## src/rtl/udp_rate_sched.sv

```systemverilog
`default_nettype none
// ============================================================================
// Module   : udp_rate_sched
// Brief    : Per-channel phase-accumulator packet pacing with credit banking
//            and round-robin arbitration onto one shared UDP transmitter.
// Revision : 1.0
// ============================================================================
module udp_rate_sched #(
    parameter int N_CH   = 4,
    parameter int PEND_W = 4
) (
    input  logic                 clk,
    input  logic                 reset_n,
    input  logic                 en,
    input  logic [32*N_CH-1:0]   speed,
    input  logic                 ovf_clr,
    input  logic                 tx_busy,
    input  logic                 tx_done,
    output logic                 tx_start,
    output logic [2:0]           tx_ch,
    output logic [N_CH-1:0]      pend_nz,
    output logic [N_CH-1:0]      ovf
);
    localparam logic [PEND_W-1:0] C_CRED_MAX  = '1;
    localparam logic [2:0]        C_LAST_INIT = 3'(N_CH - 1);
    localparam int                C_IW        = (N_CH > 1) ? $clog2(N_CH) : 1;

    typedef enum logic [1:0] {
        S_IDLE  = 2'd0,
        S_START = 2'd1,
        S_WAIT  = 2'd2
    } state_t;

    state_t          r_state, w_state_nxt;
    logic [2:0]      r_last;
    logic [2:0]      r_tx_ch;
    logic            r_tx_start;
    logic [N_CH-1:0] r_pend_nz;
    logic [N_CH-1:0] r_ovf;

    logic [N_CH-1:0] w_pend_nxt;
    logic [N_CH-1:0] w_ovf_set;
    logic            w_grant;
    logic            w_gnt_found;
    logic [2:0]      w_gnt_ch;
    logic [3:0]      w_idx;

    generate
        for (genvar k = 0; k < N_CH; k++) begin : g_ch
            logic [31:0]       r_acc;
            logic [PEND_W-1:0] r_cred;
            logic [PEND_W-1:0] w_cred_nxt;
            logic [32:0]       w_sum;
            logic              w_wrap;
            logic              w_dec;
            logic              w_sat;

            assign w_sum  = {1'b0, r_acc} + {1'b0, speed[32*k +: 32]};
            assign w_wrap = en & w_sum[32];
            assign w_dec  = w_grant && (w_gnt_ch == 3'(k));

            // A wrap and a grant on the same edge cancel, so no saturation there.
            always_comb begin
                w_cred_nxt = r_cred;
                w_sat      = 1'b0;
                if (w_wrap && !w_dec) begin
                    if (r_cred == C_CRED_MAX)
                        w_sat = 1'b1;
                    else
                        w_cred_nxt = r_cred + 1'b1;
                end else if (w_dec && !w_wrap) begin
                    w_cred_nxt = r_cred - 1'b1;
                end
            end

            assign w_pend_nxt[k] = |w_cred_nxt;
            assign w_ovf_set[k]  = w_sat;

            always_ff @(posedge clk) begin
                if (!reset_n) begin
                    r_acc  <= '0;
                    r_cred <= '0;
                end else begin
                    if (en)
                        r_acc <= w_sum[31:0];
                    r_cred <= w_cred_nxt;
                end
            end
        end
    endgenerate

    // Round-robin search starting just after the last granted channel.
    always_comb begin
        w_gnt_found = 1'b0;
        w_gnt_ch    = r_last;
        w_idx       = '0;
        for (int i = 1; i <= N_CH; i++) begin
            w_idx = {1'b0, r_last} + 4'(i);
            if (w_idx >= 4'(N_CH))
                w_idx = w_idx - 4'(N_CH);
            if (!w_gnt_found && r_pend_nz[w_idx[C_IW-1:0]]) begin
                w_gnt_found = 1'b1;
                w_gnt_ch    = w_idx[2:0];
            end
        end
    end

    assign w_grant = (r_state == S_IDLE) && en && !tx_busy && w_gnt_found;

    always_comb begin
        w_state_nxt = r_state;
        case (r_state)
            S_IDLE:  if (w_grant) w_state_nxt = S_START;
            S_START: w_state_nxt = S_WAIT;
            S_WAIT:  if (tx_done) w_state_nxt = S_IDLE;
            default: w_state_nxt = S_IDLE;
        endcase
    end

    always_ff @(posedge clk) begin
        if (!reset_n) begin
            r_state    <= S_IDLE;
            r_last     <= C_LAST_INIT;
            r_tx_ch    <= '0;
            r_tx_start <= 1'b0;
            r_pend_nz  <= '0;
            r_ovf      <= '0;
        end else begin
            r_state    <= w_state_nxt;
            r_tx_start <= w_grant;
            if (w_grant) begin
                r_tx_ch <= w_gnt_ch;
                r_last  <= w_gnt_ch;
            end
            r_pend_nz  <= w_pend_nxt;
            r_ovf      <= w_ovf_set | (r_ovf & ~{N_CH{ovf_clr}});
        end
    end

    assign tx_start = r_tx_start;
    assign tx_ch    = r_tx_ch;
    assign pend_nz  = r_pend_nz;
    assign ovf      = r_ovf;

endmodule
`default_nettype wire
```

## config.mk

```make
export PLATFORM = sky130hd
export DESIGN_NAME = udp_rate_sched
export DESIGN_NICKNAME = d
export VERILOG_FILES = /design/src/rtl/udp_rate_sched.sv
export SDC_FILE = /design/constraint.sdc
export NUM_CORES = 1
export LEC_CHECK = 0
export ABC_AREA = 1
export CORE_ASPECT_RATIO = 1.2
export CORE_MARGIN = 4
export CORE_UTILIZATION = 37
export CTS_BUF_LIST = sky130_fd_sc_hd__clkbuf_4
export CTS_CLUSTER_DIAMETER = 80
export DETAILED_ROUTE_END_ITERATION = 7
export PLACE_DENSITY = 0.56
export SYNTH_ARGS = -nofsm -noshare
export SYNTH_HDL_FRONTEND = slang
export SYNTH_SLANG_ARGS = --single-unit
```

## constraint.sdc

```tcl
create_clock -name clk -period 2.6 [get_ports clk]
set_input_delay 0.26 -clock clk [delete_from_list [all_inputs] [get_ports clk]]
set_output_delay 0.26 -clock clk [all_outputs]
set_load 0.03 [all_outputs]
```

Word-level counts from Yosys, hierarchy flattened

Index checks and enable logic that the tools add are counted.

Add/subtract/negate cells: 20
$mul: 0
Divide/modulo/power cells: 0
Order comparisons: 8
Eq/ne operators: 11
Shift operators: 0
Muxes and demuxes: 43
Bitwise operators: 7
Reduce and logical (&&, ||, !) cells: 37

Operator list:

| cell                                                                  | number |
|---|---|
| 32-bit by 32-bit adder with 33-bit output                             | 4 |
| 4-bit 2-to-1 mux                                                      | 12 |
| 3-bit 2-to-1 mux                                                      | 8 |
| 1-bit logical AND                                                     | 18 |
| 4-bit by 1-bit adder with 4-bit output, second input constant         | 4 |
| 4-bit == test, second input constant                                  | 4 |
| 4-bit by 3-bit >= comparator with 1-bit output, second input constant | 4 |
| 1-bit 2-to-1 mux                                                      | 16 |
| 4-bit OR reduction                                                    | 4 |
| 4-bit by 1-bit subtractor with 4-bit output, second input constant    | 4 |
| 1-bit logical NOT                                                     | 12 |
| 2-bit by 3-bit < comparator with 1-bit output, second input constant  | 4 |
| 3-bit subtractor, second input constant                               | 4 |
| 3-bit by 2-bit adder with 4-bit output, second input constant         | 2 |
| 1-bit binary-select mux with 2-bit select                             | 4 |
| 3-bit by 2-bit == test with 1-bit output, second input constant       | 2 |
| 2-bit case mux with 3 select lines                                    | 1 |
| 3-bit by 1-bit adder with 4-bit output, second input constant         | 1 |
| 3-bit by 3-bit adder with 4-bit output, second input constant         | 1 |
| 1-bit AND                                                             | 4 |
| 4-bit AND                                                             | 1 |
| 2-bit 2-to-1 mux                                                      | 2 |
| 2-bit != test, second input constant                                  | 2 |
| 4-bit inverter                                                        | 1 |
| other kinds (7)                                                       | 7 |

Flip-flop bits (word level): 161
Bits in latches: 0
Memory bits (writable): 0
ROM bits: 0
Input port bits: 134
Output and inout port bits: 12
Word-level logic and storage cells: 140
Memories: 0

Depth between registers and ports, before layout

Word-level depth: 21
Gate-level depth with buffers: 22
Mapped depth without buffers: 21

Worst setup path before layout

OpenSTA, ideal clock, no wires.

Path type: register to register
Start: reg r_last[0]
End: reg r_pend_nz[0], in the netlist pend_nz[0]
Library setup time: 0.113 ns
Arrival time: 2.241 ns
Data required time: 2.487 ns
Slack: 0.246 ns
Cell stages (with the launch flop): 19
Path buffers: 1
Period minus slack after synthesis: 2.354 ns
Cell sequence: dfxtp_1 buf_6 inv_6 ha_1 nand3_2 nand2_4 inv_4 nand2_1 nand2_1 a21oi_4 nand2_2 nor2_4 nand2_1 nor2_1 nor2_1 nor2_1 nand3_1 nand2_1 nand2_1

Longest elaborated chain between the ends: 21
Elaborated cells on any way between the ends: 47
Classes of those cells: 8 x add/sub; 4 x order compare; 22 x mux; 13 x reduce/logical

RTL lines:

| item                                                                                      | line    | RTL |
|---|---|---|
| start: declaration                                                                        | 35      | `logic [2:0] r_last;` |
| start signal: assignment                                                                  | 133     | `r_last <= w_gnt_ch;` |
| 3-bit by 1-bit adder with 4-bit output                                                    | 98      | `w_idx = {1'b0, r_last} + 4'(i);` |
| 4-bit by 3-bit >= comparator with 1-bit output / 3-bit subtractor (equally long branches) | 99, 100 |  |
| 3-bit 2-to-1 mux                                                                          | 99      | `if (w_idx >= 4'(N_CH))` |
| 1-bit binary-select mux with 2-bit select                                                 | 101     | `if (!w_gnt_found && r_pend_nz[w_idx[C_IW-1:0]]) begin` |
| 1-bit 2-to-1 mux (not written as such)                                                    | 101     |  |
| 1-bit 2-to-1 mux                                                                          | 101     |  |
| 1-bit logical NOT                                                                         | 101     |  |
| 1-bit logical AND                                                                         | 101     |  |
| (+5 left out)                                                                             | n/a     |  |
| 1-bit logical AND                                                                         | 101     |  |
| 3-bit 2-to-1 mux / 1-bit 2-to-1 mux (equally long branches)                               | 101     |  |
| 3-bit logical NOT / 1-bit logical AND (equally long branches)                             | 60, 108 |  |
| 1-bit logical AND (*)                                                                     | 60      | `assign w_dec = w_grant && (w_gnt_ch == 3'(k));` |
| 1-bit logical AND / 1-bit logical NOT (equally long branches)                             | 71, 66  |  |
| 4-bit 2-to-1 mux / 1-bit logical AND (equally long branches)                              | 71, 66  |  |
| 4-bit 2-to-1 mux (*)                                                                      | 66      | `if (w_wrap && !w_dec) begin` |
| 4-bit OR reduction (*)                                                                    | 76      | `assign w_pend_nxt[k] = \|w_cred_nxt;` |
| end signal: assignment                                                                    | 135     | `r_pend_nz <= w_pend_nxt;` |
| end: declaration                                                                          | 38      | `logic [N_CH-1:0] r_pend_nz;` |

Every way passes the cells marked *; elsewhere a longest branch is shown, timed or not. The select of a mux whose other input is x is not followed.
A chain may end at the register's enable or synchronous reset.

Worst setup path after layout

Start: reg r_last[1]
End: reg r_pend_nz[0], in the netlist pend_nz[0]

Same word-level chain as after synthesis.

==> results.toml <==
[sta]
min_period_ns = 2.440
max-slew-margin-rel_pct = 35.82
fin_ws_ns = 0.1602
post-route-period-util_pct = 93.84
holdWs_ns = 0.2089
rsz0062_at_grt = "true"
tightest_slew_ns = 0.9627
max_freq_mhz = 409.9
slew_viol_final = 0
setup_viol = 0
finalHoldViolations = 0
fin_skew_ns = 0.02451

[worst_setup_path]
path_common_cell = "nand2_1"
crit_fanout = 6
cp_data_required_time_ns = 3.17
crit_type = "flop to flop"
cp_cell_sequence = "inv_4 > ha_4 > inv_2 > nand2_4 > nand2_4 > inv_4 > nand2_1 > nand2_1 > nand2_1 > nand2_2 > nand2_8 > buf_12 > nor2_4 > nand2_1 > nor2_1 > nor2_1 > nor2_1 > nand3_1 > nand2_1 > nand2_1"
worstPathArrival_ns = 3.01
cpMaxStageDelayCell = "dfxtp_2"
slowest_delay_ns = 0.38
crit_buf_inv = 4
cp-start-kind = "flop"
critPathTopFamily = "simple AND/OR/NAND/NOR gates"
endpoint_kind = "flop"

[die]
initial_utilization_pct = 37.60
core_area_um2 = 37870
dieArea_um2 = 41700
die_h_um = 222.9
io-pin-count = 146
rows = 78
fp.dieW_um = 187.1

[cells_and_area]
nets = 2961
multi_input_area_um2 = 9762
nFillCells = 3943
drive_gt1_share_pct = 16.31
seq_area_um2 = 3212
final_cells = 3180
areaGrowthSynthToFinish_pct = 33.11
fin_area_um2 = 18950

[synthesis]
synth_xor_area_share_pct = 6.213
synth_edf_count = 0
synth_cell_types = 52
synthCells = 2255
yosysWarnings = 0
synth_compound_area_share_pct = 18.64
yosysSeqAreaShare_pct = 22.50
synth-seq-cells = 160
synthMuxAreaShare_pct = 0
syn-num-nets = 2531
post_synth_fa_ha_maj_area_fraction_pct = 12.69
async_flop_share_pct = 0
synth_flop_cell = "dfxtp_1"
synth_top_family_by_area = "simple AND/OR/NAND/NOR gates"
avgSynthCellArea_um2 = 6.314
syn_area_um2 = 14240
synth_simple_gate_area_share_pct = 29.88

[routing]
wl_per_cell_um = 13.66
first_pass_iters = 5
viasPerCell = 4.880
vias = 15520
drt_iter0_markers = 616
drc_errors = 0
wirelength_um = 43450
drtAntennaViolNets = 0

[clock_tree]
path_clk_slew_ns = 0.15
cts_tree = "done"
hold_buffers = 0
cts_root_buf = "clkbuf_4"
clk_path_buf_depth = 2
numCtsBuffers = 17
htree_levels = 4
clock-sinks = 160
insertion_delay_ns = 0.66

[placement]
placed_cells = 3136
pre_cts_slack_ns = -0.4489
hpwlAfterDp_um = 33800
gp_congestion = 0.9264
place_area_um2 = 18400
place.port_buffers = 145

[pwr]
power_leakage_nw = 9.890
power_density_nw_per_um2 = 580.7
peakVddDrop_mv = 0.3132
power_mw = 11.00

[global_routing]
antenna_found_initial = 5
grt_pass1_vias = 15320
gr-total-overflow = 0
grt_pass1_wl_um = 72510
track_usage_pct = 20.67
grt_max_degree = 121

[flow_run]
max_cap_violations = 0

[hold_path]
hp-class = "primary input to flop"

[outcome]
status = "completed"
## sequential cells by signal, summed over array words and instances (netlist names)
| register | flops |
|---|---|
| pend_nz | 4 |
| r_state | 2 |
| r_last | 3 |
| tx_start | 1 |
| ovf | 4 |
| tx_ch | 2 |
| g_ch.r_acc | 128 |
| g_ch.r_cred | 16 |
## cell usage after synthesis (6+ instances only)
master | n | share of area (%)
nor2_1 | 397 | 10
nand2_1 | 395 | 10
inv_1 | 318 | 8.4
o21ai_0 | 197 | 6.9
dfxtp_1 | 160 | 22
a21oi_1 | 159 | 5.6
ha_1 | 138 | 12
nand3_1 | 99 | 3.5
xor2_1 | 72 | 4.4
clkbuf_1 | 42 | 1.1
nand4_1 | 32 | 1.4
xnor2_1 | 29 | 1.8
o21bai_1 | 24 | 1.3
a21o_1 | 22 | 1.2
nor3_1 | 20 | 0.70
a31oi_1 | 18 | 0.79
o211ai_1 | 16 | 0.84
nor4_1 | 13 | 0.57
nand2_2 | 11 | 0.48
a21boi_0 | 9 | 0.47
inv_2 | 6 | 0.16
nand2_4 | 6 | 0.47
## stage by stage
stage | utilization (%) | setup TNS, ns
floorplan | - | 0
detailed placement | 48.60 | -15.21
global route | 50.04 | -0.03118
finish | 50.05 | 0
global placement | 48.60 | -12.34
CTS | 49.39 | 0
## cell families (layout without fill, tap and decap cells)
kind of cell / count (synthesis) / after routing
and+or+nand+nor: 1004 / 1004
AOI/OAI and AO/OA: 472 / 472
buffers and inverters: 376 / 819
DFF: 160 / 160
adders and majority gates: 142 / 142
xor gates and xnor gates: 101 / 101
other: 0 / 2
## power breakdown
group	switching (mW)	total, mW	internal, mW
registers	0.266	3.08	2.81
logic	3.42	6.27	2.86
clock network	1.06	1.65	0.592
## final timing paths
path	startpoint	end	slack, ns	cells after the start
worst max-delay path	r_last[1]	pend_nz[0]	0.16	20
worst min-delay path	en	g_ch[2].r_acc[29]	0.21	4
worst min register to register	ovf[3]	ovf[3]	0.48	2
worst max register to register	r_last[1]	pend_nz[0]	0.16	20
## cells in the final DEF, fill, tap and decap left out, types with 24 or more instances in the layout
master | Yosys | layout
nand4_1 | 32 | 32
nand2_1 | 395 | 377
dfxtp_1 | 160 | 155
xor2_1 | 72 | 72
ha_1 | 138 | 134
o21bai_1 | 24 | 24
nand3_1 | 99 | 95
buf_4 | 2 | 314
nand2_2 | 11 | 26
o21ai_0 | 197 | 194
a21oi_1 | 159 | 156
nor2_1 | 397 | 394
xnor2_1 | 29 | 29
clkdlybuf4s50_1 | 0 | 143
inv_1 | 318 | 315
## worst min-delay path: cells and delay by family
family,cells,cell delay (ns)
buf+inv,3,0.46
compound gates,1,0.12
## timing repair
item                       CTS  global route
gates resized for setup      3            53
setup endpoints to repair    3            41
hold endpoints to repair     0             0
setup buffers                1             9
pin swaps                    1            22
## per-layer routing
metal	up-vias	track usage (%)	wire length [um]
met2	212	36.28	20940
met3	55	3.036	1264
met5	-	0	51
li1	8233	-	-
met4	6	6.609	945
met1	7012	26.10	20250
## area by class of cell
type | instances | share of cell area, %
Antenna cell | 2 | 0.02641
Clock buffer | 19 | 0.7526
Clock inverter | 13 | 0.7328
Inverter | 326 | 6.529
Multi-Input combinational cell | 1719 | 51.51
Sequential cell | 160 | 16.95
Tap cell | 480 | 3.169
Timing Repair Buffer | 461 | 20.33
Note: power is estimated with default switching activity, not from simulation.
==> RTL change, RTL diff (same settings) <==
Put one more register stage on the output `ovf`, cleared by the reset. The value now appears one clock later. The other outputs are not delayed to match.
--- a/src/rtl/udp_rate_sched.sv
+++ b/src/rtl/udp_rate_sched.sv
@@ -142,3 +142,9 @@
     assign pend_nz  = r_pend_nz;
-    assign ovf      = r_ovf;
+    always_ff @(posedge clk) begin
+        if (!reset_n) begin
+            ovf <= '0;
+        end else begin
+            ovf <= r_ovf;
+        end
+    end
 
Function: same outputs for any inputs over 4 cycles, from zero or initial values and one cycle with reset_n low; that may be too few to reach the edited logic, so the function may still have changed.
==> RTL change against the unedited design <==
Sequential cell count grew 4; clock power shrank 4%; global-route usage grew 0.27 points; setup slack gained 4.3 ps; final area grew 0.57%; sequential power grew 2%; wire length grew 0.51%; power grew 0.38%; via count shrank 0.82%; area after synthesis shrank 0.33%; critical endpoint is now pend_nz[1]; highest routed layer is now met4.
==> RTL change: results (changes against the unedited design) <==
share of cells above drive strength 1=17.5% (+1.2 points); antenna violations before repair=1 (-4); complex-gate fraction of the synthesized area=18.6% (about the same); GP Congestion=0.912 (-1.6%); Worst Clk Skew=31.1 ps (+6.60 ps); placed cell count=3,138 (+0.064%); GRT Util Overall=20.9% (+0.27 points); top cells by count, synth=nor2_1 (394), nand2_1 (375), inv_1 (304), o21ai_0 (192), dfxtp_1 (164); clk buf depth=2 (unchanged); largest net degree at the start of global routing=69 (-43%); Final Net Count=2,956 (-0.17%); met3 GRT Util=2.77% (-0.27 points); status=completed; XOR/XNOR Fraction of Synth Area=6.05% (-0.16 points); drt wl/cell=13.8 um (+0.70%); area of placed instances=18,600 um2 (+1.3%); Seq/Total Area, Yosys=23.1% (+0.64 points); Top Layer Used=met4; DP Worst Slack=-397 ps (+52.1 ps); post-DP HPWL=34,700 um (+2.7%); first-pass GRT wire length=72,800 um (+0.44%); mux cell area share after synthesis=0% (unchanged); Finished Core Util=50.3% (+0.29 points); Arrival @ worst endpoint=3040 ps (+30 ps); Avg Inst Size Synth=6.40 um2 (+1.3%); top post-synthesis cells by area=dfxtp_1 (23%), ha_1 (12%), nor2_1 (10%), nand2_1 (9.9%), inv_1 (8.0%); Top delay family on crit path=simple AND/OR/NAND/NOR gates; Leak=10.0 nW (+1.1%); Filler Cells Inserted=3,979 (+0.91%); total wire length=43,700 um (+0.51%); worst min-delay path class=input port to flip-flop; met2 Track Usage GR=37.8% (+1.5 points); hold-critical path depth=5 (+1); maximum VDD drop=0.291 mV (-7.1%); Post-CTS Setup Inserts=0 (-1); slowest CP cell=dfxtp_4; Worst-path clk slew=170 ps (+20 ps); CP max FO=7 (+1); Metal-1 WL=20,200 um (-0.28%); syn nets=2,494 (-1.5%); depth of the CTS H-tree=4 (unchanged); synth unique cells=53 (+1.9%); routed wl met2=21,400 um (+2.0%); Least-Margin Pin Slew=736 ps (-227 ps); DR iter-0 viols=668 (+8.4%); met1 usage=26.1% (about the same); WL met3=1320 um (+4.3%); Root Buffer=clkbuf_4; async set or reset register ratio after synthesis=0% (unchanged); Register-to-Register Path Depth=20 (unchanged); Vias=15,400 (-0.82%); Post-Synth Adder-Cell Area=12.7% (+0.043 points); CP max stage delay=400 ps (+20 ps); number of buffers created by CTS=17 (unchanged)
[RTL change: cell count changes in the layout (fill, tap and decap cells not counted), moves of 6 or more]
cell | unedited run | this run
buf_4 | 314 | 346
dfxtp_1 | 155 | 161
xnor2_1 | 29 | 36
inv_1 | 315 | 303
o21ai_0 | 194 | 185
xor2_1 | 72 | 62
nand3_1 | 95 | 89
nand2_1 | 377 | 365
[RTL change: final timing paths]
check / startpoint / to / slack [ps]
setup / recovery: r_last[0] / pend_nz[1] / 160
hold / removal: reset_n / g_ch[3].r_acc[13] / 100
setup reg to reg: r_last[0] / pend_nz[1] / 160
hold reg to reg: r_ovf[3] / ovf[3] / 450
[RTL change: report_power, final]
group,switching (mW),internal [mW]
sequential,0.277,2.88
combinational,3.38,2.91
clock,1.10,0.494
[RTL change: cell type report]
cell class	count	area share [%]
Sequential cell	164	17.3
Tap cell	480	3.15
Timing Repair Buffer	492	21.4
Inverter	312	6.21
Multi-Input combinational cell	1693	50.5
Antenna cell	2	0.0263
Clock inverter	14	0.768
Clock buffer	17	0.670
[RTL change: worst reg2reg max path, cell delays in order, from the launching register on]
cell and delay, ps:
dfxtp_4 400, inv_8 30, ha_4 230, buf_4 140
nand3_4 110, nand2_4 90, nand2_1 70, nand2_1 40
nand2_1 50, nand2_1 80, nand2_2 120, nand2_4 100
nor2_4 170, buf_12 130, nand2_2 50, nand2_2 90
buf_4 130, nand2_1 70, nand2_1 60, nor2_1 40
a21oi_1 170
[RTL change: cells by family (layout without fill, tap and decap cells)]
family	Yosys count	count (layout)
buf+inv	361	835
simple gates	984	984
xor+xnor	98	98
other cells	0	2
compound gates	469	469
fa+ha+maj	142	142
flops	164	164
